**config.mk**
```make
export PLATFORM = sky130hd
export DESIGN_NAME = rr_pick
export DESIGN_NICKNAME = d
export VERILOG_FILES = /design/src/rtl/mux_arb_pkg.sv /design/src/rtl/mux8_rr_arbiter_rr_pick.sv
export SDC_FILE = /design/constraint.sdc
export NUM_CORES = 1
export LEC_CHECK = 0
export CELL_PAD_IN_SITES_DETAIL_PLACEMENT = 1
export CELL_PAD_IN_SITES_GLOBAL_PLACEMENT = 1
export CORE_MARGIN = 2
export CORE_UTILIZATION = 30
export DETAILED_ROUTE_END_ITERATION = 12
export GPL_TIMING_DRIVEN = 0
export PLACE_DENSITY_LB_ADDON = 0.15
export SETUP_SLACK_MARGIN = 0.05
export SLEW_MARGIN = 40
export SYNTH_ARGS = -nofsm -noshare
export SYNTH_HDL_FRONTEND = slang
export SYNTH_SLANG_ARGS = --single-unit
```
**constraint.sdc**
```tcl
create_clock -name vclk -period 4.11
set_input_delay 0.822 -clock vclk [all_inputs]
set_output_delay 0.822 -clock vclk [all_outputs]
set_load 0.03 [all_outputs]
```
**src/rtl/mux_arb_pkg.sv**
```systemverilog
// Shared constants and types for the 8-way round-robin mux arbiter.
// Timeout option: MUX_ARB_TIMEOUT_EN (see mux8_rr_arbiter).
package mux_arb_pkg;

  localparam int N_REQ = 8;
  localparam int SEL_W = 3;

  typedef enum logic {
    IDLE,
    GRANT
  } arb_state_t;

  typedef logic [SEL_W-1:0] sel_t;

  function automatic logic [N_REQ-1:0] onehot(sel_t s);
    logic [N_REQ-1:0] one;
    one = {{(N_REQ-1){1'b0}}, 1'b1};
    return one << s;
  endfunction

endpackage

```
**src/rtl/mux8_rr_arbiter_rr_pick.sv**
```systemverilog
// Rotate-priority encoder: first set req bit at ptr, ptr+1, ... (mod 8).
// Purely combinational.
module rr_pick
  import mux_arb_pkg::*;
(
  input  logic [N_REQ-1:0] req,
  input  sel_t             ptr,
  output sel_t             pick,
  output logic             valid
);

  // Walk from the farthest offset down so the nearest hit wins.
  always_comb begin
    pick  = '0;
    valid = 1'b0;
    for (int k = N_REQ - 1; k >= 0; k--) begin
      if (req[ptr + sel_t'(k)]) begin
        pick  = ptr + sel_t'(k);
        valid = 1'b1;
      end
    end
  end

endmodule

```
* After elaboration in Yosys (flattened, before gate mapping) *
Cells that the tools add are included.

storage, ports and cells
  output and inout bits = 4
  input port bits = 11
  logic and storage cells = 47
  register bits = 0

operators by class
  $add $sub $neg = 7
  mux-type cells = 32
  order comparisons = 8

operator list
  kind                                                        number
  less-than comparator 3 x 4 -> 1 bit, second input constant  8
  binary-select mux 1 bit (select 3 bit)                      8
  two-way mux 3 bit                                           8
  two-way mux 1 bit                                           16
  adder 3 bit, second input constant                          4
  adder 3 x 2 -> 3 bit, second input constant                 2
  adder 3 x 1 -> 3 bit, second input constant                 1

* Longest topological paths before layout *
Gate-level depths: netlist of the first run.

  word-level depth = 11
  gate-level depth with buffers = 11
  depth with buffers taken out = 8

* Least setup slack after synthesis of the first run *
No wires, ideal clock.

  kind = input-to-output
  from = in ptr[1]
  to = out pick[2]
  stages = 11
  arrival = 3.318 ns
  path buffers = 3
  required time = 3.288 ns
  slack = -0.030 ns
  cell sequence = buf_4 buf_4 inv_1 ha_1 clkbuf_1 mux4_1 a21oi_1 o211ai_1 a211oi_1 nor4b_1 o22ai_1

on the way
  longest elaborated chain between the ends = 11
  elaborated cells between the ends (all ways) = 31
  those cells by class = add/sub: 7; mux: 24

RTL lines
  item                                     RTL line                                                      text
  from (decl)                              mux8_rr_arbiter_rr_pick.sv:7                                  input sel_t ptr,
  adder 3 bit                              mux8_rr_arbiter_rr_pick.sv:17, mux8_rr_arbiter_rr_pick.sv:18
  binary-select mux 1 bit (select 3 bit)   mux8_rr_arbiter_rr_pick.sv:17                                 if (req[ptr + sel_t'(k)]) begin
  two-way mux 1 bit (implied by the code)  mux8_rr_arbiter_rr_pick.sv:17
  two-way mux 3 bit (7 in series)          mux8_rr_arbiter_rr_pick.sv:17
  two-way mux 3 bit *                      mux8_rr_arbiter_rr_pick.sv:17
  to (decl)                                mux8_rr_arbiter_rr_pick.sv:8                                  output sel_t pick,

Every way passes the cells marked *; elsewhere a longest branch is shown, timed or not. The select of a mux whose other input is x is not followed.

* Final worst setup path of the first run *
  from = in ptr[1]
  to = out pick[0]

on the way
  longest elaborated chain between the ends = 11
  elaborated cells between the ends (all ways) = 31
  those cells by class = add/sub: 7; mux: 24

RTL lines
  item                                     RTL line
  adder 3 bit                              mux8_rr_arbiter_rr_pick.sv:17
  binary-select mux 1 bit (select 3 bit)   mux8_rr_arbiter_rr_pick.sv:17
  two-way mux 1 bit (implied by the code)  mux8_rr_arbiter_rr_pick.sv:17
  two-way mux 3 bit (7 in series)          mux8_rr_arbiter_rr_pick.sv:17
  two-way mux 3 bit *                      mux8_rr_arbiter_rr_pick.sv:17

Marked as above.

==> metrics.txt, run 1 <==
outcome=completed; sequential area share after synthesis=0%; Worst setup SP type=input port; initial antenna violation count=0; WL final=2.561 mm; critical path cell sequence=clkbuf_2, buf_6, buf_8, clkinvlp_4, ha_4, mux4_2, mux2_4, o21ai_2, a31oi_1, o21bai_1, mux2_4, buf_6; Via-to-Cell Ratio=roughly 5.9; Synth Cell Area=roughly 780 µm²; row count=18; CP peak stage delay=roughly 370 ps; DP HPWL=around 2 mm; die area=a little over 3000 µm²; syn_nets=between 100 and 150; Final Max Slew Viols=0; switch share=roughly 53%; Leakage Power=0.4206 nW; Int Power=about 0.089 mW; n_diodes=0; hold-critical path depth=5; share of layout cells above drive strength 1=between 30 and 40%; Sequential Power Share=0%; Worst VDD drop=approximately 0.096 mV; first-pass GRT wire length=about 4.1 mm; crit path max-delay cell type=mux4_2; Seq Cell Count=0; CP Capture Type=output port; Hold Path End=pick[0]; largest net degree at the start of global routing=11; vias in the first global route=850; Post-Place Cells=between 100 and 150; Finished Layout Cells=~140; Die Ht=between 50 and 60 µm; gpl congestion=about 0.75; Fin Hold WS=~2400 ps; Power Dens Cells=approximately 180 nW/µm²; hold_buf cts=0; Storage cell area=0 µm²; total power draw=0.1880 mW; clkbuf count=0; Initial Utilization=31.57%; average routed wire per standard cell=roughly 18 µm; top-count cell post-synth=nand2_1; port bufs=15; FILL cells=approximately 310; Overflow after GRT=0; Min-Delay Startpoint=ptr[0]; Setup CP Type=input port to output port; Top Ports=15; Arrival @ worst endpoint=between 3000 and 4000 ps; Max Fclk=approximately 250 MHz; type of the most critical hold path=input port to output port; endpoints failing setup=0; clock power share=0%; CP max FO=5; NetSw=approximately 0.1 mW; CORE AREA=around 2500 µm²; area share of the largest cell type after synthesis=about 17%; area growth from synthesis to layout=36.32%; post-synthesis area per instance=around 8.7 µm²; post-layout net count=~130; 1st-iter DRT viols=7; utilization after layout=43.03%; Gate Count Post-Synth=90; Die X-Extent=55.06 µm; Overall Global Routing Usage=between 10% and 20%; list of most frequent post-synthesis cells=nand2_1, a21oi_1, nor2_1; min cycle time layout=~3900 ps; Via Count=839; drc violations=0; RSZ-0062 raised after global routing=false; biggest area consumer among synthesized cells=mux4_1; WP data required=~3300 ps; post-route ant nets=0; Maximum Capacitance Violations=0; Ys Warns=0; Cell variety after synth=41; TritonRoute pass-1 iters=3; synth top area cells=mux4_1, mux4_2, mux2_2, mux2i_1, a21oi_1; Slew @ Worst Pin=463.4 ps; logic gate share of total power=100.0%; Slew HR=around 69%; Final Hold Violating Endpoints=0; final period utilization=95.49%
-- worst max-delay path by stage --
stage	slack, ps	depth (start not counted)	start	endpoint
4_1_cts	60	12	ptr[1]	pick[0]
2_1_floorplan	70	11	ptr[1]	pick[0]
6_report	190	12	ptr[1]	pick[0]
3_3_place_gp	-1270	13	ptr[1]	pick[2]
3_5_place_dp	-1310	13	ptr[1]	pick[0]
5_1_grt	100	9	ptr[2]	pick[1]
-- critical path, delay by kind of cell --
kind / cells / cell delay (ps)
buffers and inverters: 5 / 530
adders and majority gates: 1 / 310
muxes: 3 / 1000
AOI/OAI and AO/OA: 3 / 420
-- power groups by stage --
stage	registers, mW	clock network [mW]	logic, mW
global placement	0	0	0.166
global route	0	0	0.202
floorplan	0	0	0.118
CTS	0	0	0.186
finish	0	0	0.188
detailed placement	0	0	0.169
-- cell usage in the layout (no fill, tap or decap), types with 3 or more instances in the layout --
master	n
a31oi_1	3
mux4_2	7
buf_6	3
buf_2	3
nand2_1	9
buf_4	10
clkdlybuf4s50_1	9
mux2i_1	4
nor2_1	5
inv_1	4
a21oi_1	6
mux2_2	4
mux4_1	3
-- cell families after synthesis --
group / after synthesis / synth area share [%]
mux: 20 / 45.44
fa+ha+maj: 2 / 3.199
xor+xnor: 3 / 3.361
simple gates: 26 / 16.00
compound gates: 28 / 24.32
buf+inv: 11 / 7.680
-- area by class of cell --
cell class	instances	area [µm²]	area share [%]
tap	30	37.54	3.521
timing repair buffer	24	197.7	18.54
multi-input combinational	79	759.5	71.24
inverter	5	22.52	2.113
buffer	5	48.80	4.577
-- routing by layer --
layer / vias up / share of wire [%] / track usage [%]
met5: - / 0 / 0
met4: 0 / 0.31 / 0.8130
met3: 2 / 1.7 / 0.2688
met2: 14 / 56 / 37.50
met1: 412 / 42 / 21.78
li1: 411 / - / -
-- repair_timing --
| item | CTS | global route |
|---|---|---|
| setup buffers | 8 | 1 |
| gates resized for setup | 32 | 7 |
| pin swaps | 2 | 3 |
| endpoints found under the setup margin | 4 | 3 |
-- per-stage QoR --
step / area, µm² / TNS (ps) / worst slack [ps]
finish: 1066 / 0 / 185.2
detailed placement: 978.4 / -4770 / -1314
floorplan: 790.8 / 0 / 72.14
global route: 1066 / 0 / 100.8
CTS: 1075 / 0 / 58.41
global placement: 978.4 / -4674 / -1269
(Power assumes the default switching activity.)
==> run 2, diff against run 1 <==
Settings changed: CORE_UTILIZATION 30 to 42.
==> run 2 against run 1 <==
  * Sequential share of layout area did not move
  * Critical endpoint is now pick[2]
  * Worst hold slack got worse by 93 ps
  * Setup slack worse by 100 ps
  * Largest power group unchanged
  * Critical path depth grew 1
  * Global-route usage up 12 points
  * Wire length up 37%
  * Final cell count down 0.70%
  * Sequential cell count unchanged
  * Highest routed layer unchanged
  * Power rose by 12%
  * Core utilization up 21 points
==> metrics.txt, run 2 (same netlist as run 1, synthesis figures left out) <==
FILL cells=between 150 and 200; row count=15; Power Dens Cells=roughly 190 nW/µm²; Overflow after GRT=0; Storage cell area=0 µm²; fin area=about 1100 µm²; Maximum Capacitance Violations=0; gpl congestion=approximately 0.8; n_diodes=0; Final Hold Violating Endpoints=0; Setup CP Type=input port to output port; min cycle time layout=about 4000 ps; Slew HR=between 60% and 70%; top sig layer=met4; vias in the first global route=953; most frequent cells in the layout=buf_4, clkdlybuf4s50_1, nand2_1; port bufs=15; Die Ht=roughly 47 µm; DR WL met3=~270 µm; most used cell, CP=buf_2; crit path max-delay cell type=a22oi_1; Place WS=-1335 ps; critical path cell sequence=buf_2, buf_6, buf_8, clkinvlp_4, ha_4, mux4_2, buf_4, nand2_1, a22oi_1, o21ai_0, nor4b_2, o22ai_2, buf_2; utilization after layout=64.09%; TritonRoute pass-1 iters=4; Worst VDD drop=approximately 0.087 mV; WL final=between 3 and 4 mm; Final Max Slew Viols=0; 1st-iter DRT viols=51; CP top delay family=buffers and inverters; commonest non-fill, non-tap cell in the layout=buf_4; Via-to-Cell Ratio=approximately 6.9; initial antenna violation count=0; CP max FO=5; die area=2223 µm²; area growth from synthesis to layout=43.04%; Die X-Extent=approximately 47 µm; share of layout cells above drive strength 1=39.32%; Overall Global Routing Usage=a little under 30%; CP Capture Type=output port; Leakage Power=between 0.4 and 0.5 nW; total power draw=0.2099 mW; Arrival @ worst endpoint=roughly 3200 ps; endpoints failing setup=0; met2 WL=~1.8 mm; largest net degree at the start of global routing=11; Via Count=roughly 1000; clkbuf count=0; Cell Area, Placed=972.2 µm²; DRT met1 WL=about 1.4 mm; final period utilization=between 90% and 100%; type of the most critical hold path=input port to output port; Initial Utilization=44.80%; post-route ant nets=0; DP HPWL=between 1.5 and 2 mm; Top Ports=15; post-layout net count=roughly 130; Max Fclk=roughly 250 MHz; RSZ-0062 raised after global routing=false; first-pass GRT wire length=about 4.7 mm; average routed wire per standard cell=about 25 µm; outcome=completed; CORE AREA=roughly 1700 µm²; Seq Cell Count=0; CP peak stage delay=between 300 and 400 ps; Worst setup SP type=input port; Slew @ Worst Pin=around 440 ps; WP data required=3290 ps; WP buf/inv=6; Setup WS post-layout=~80 ps; drc violations=0
[run 2: cell count changes in the layout (fill, tap and decap cells not counted), sizes merged]
cell           before  now
clkdlybuf4s50       9   10
buf                17   21
dlygate4sd2         1    0
[run 2: power breakdown]
group          internal (mW)  total (mW)  switching [mW]
Sequential                 0           0               0
Clock                      0           0               0
Combinational         0.0940       0.210           0.116
Total                 0.0940       0.210           0.116
[run 2: cell type report]
type / instances / area, µm² / share of cell area (%)
Inverter: 5 / 22.52 / 2.013
Multi-Input combinational cell: 79 / 780.7 / 69.80
Tap cell: 25 / 31.28 / 2.796
Buffer: 5 / 52.55 / 4.698
Timing Repair Buffer: 28 / 231.5 / 20.69
[run 2: through the flow]
stage	setup TNS (ps)	hold WS [ps]	std cells
finish	0	2319	142
global route	0	2346	142
CTS	0	2285	136
detailed placement	-4867	3286	130
global placement	-4435	3268	130
floorplan	0	2055	90
[run 2: worst paths after layout]
path  endpoint    from  slack, ps  cells past startpoint
max    pick[2]  ptr[1]         80                     13
min    pick[0]  ptr[0]       2320                      5
[run 2: repair_timing]
action / in CTS / in global routing
setup endpoints to repair: 4 / 3
endpoints found under the hold margin: 0 / 0
pin swaps: 3 / 5
gates resized for setup: 35 / 10
buffers inserted: 7 / 6
hold buffers: 0 / 0
[run 2: metal layers]
layer  up-vias  track usage [%]
met5         -                0
met4         0            5.556
met3        10            1.923
met2        64            53.97
met1       490            39.06
li1        418                -
==> run 3, diff against run 2 <==
Settings changed: ABC_AREA set to 0, SLEW_MARGIN 40 to 10.
==> results of run 3 <==
Final layout, timing and power as in run 2 (identical DEF).
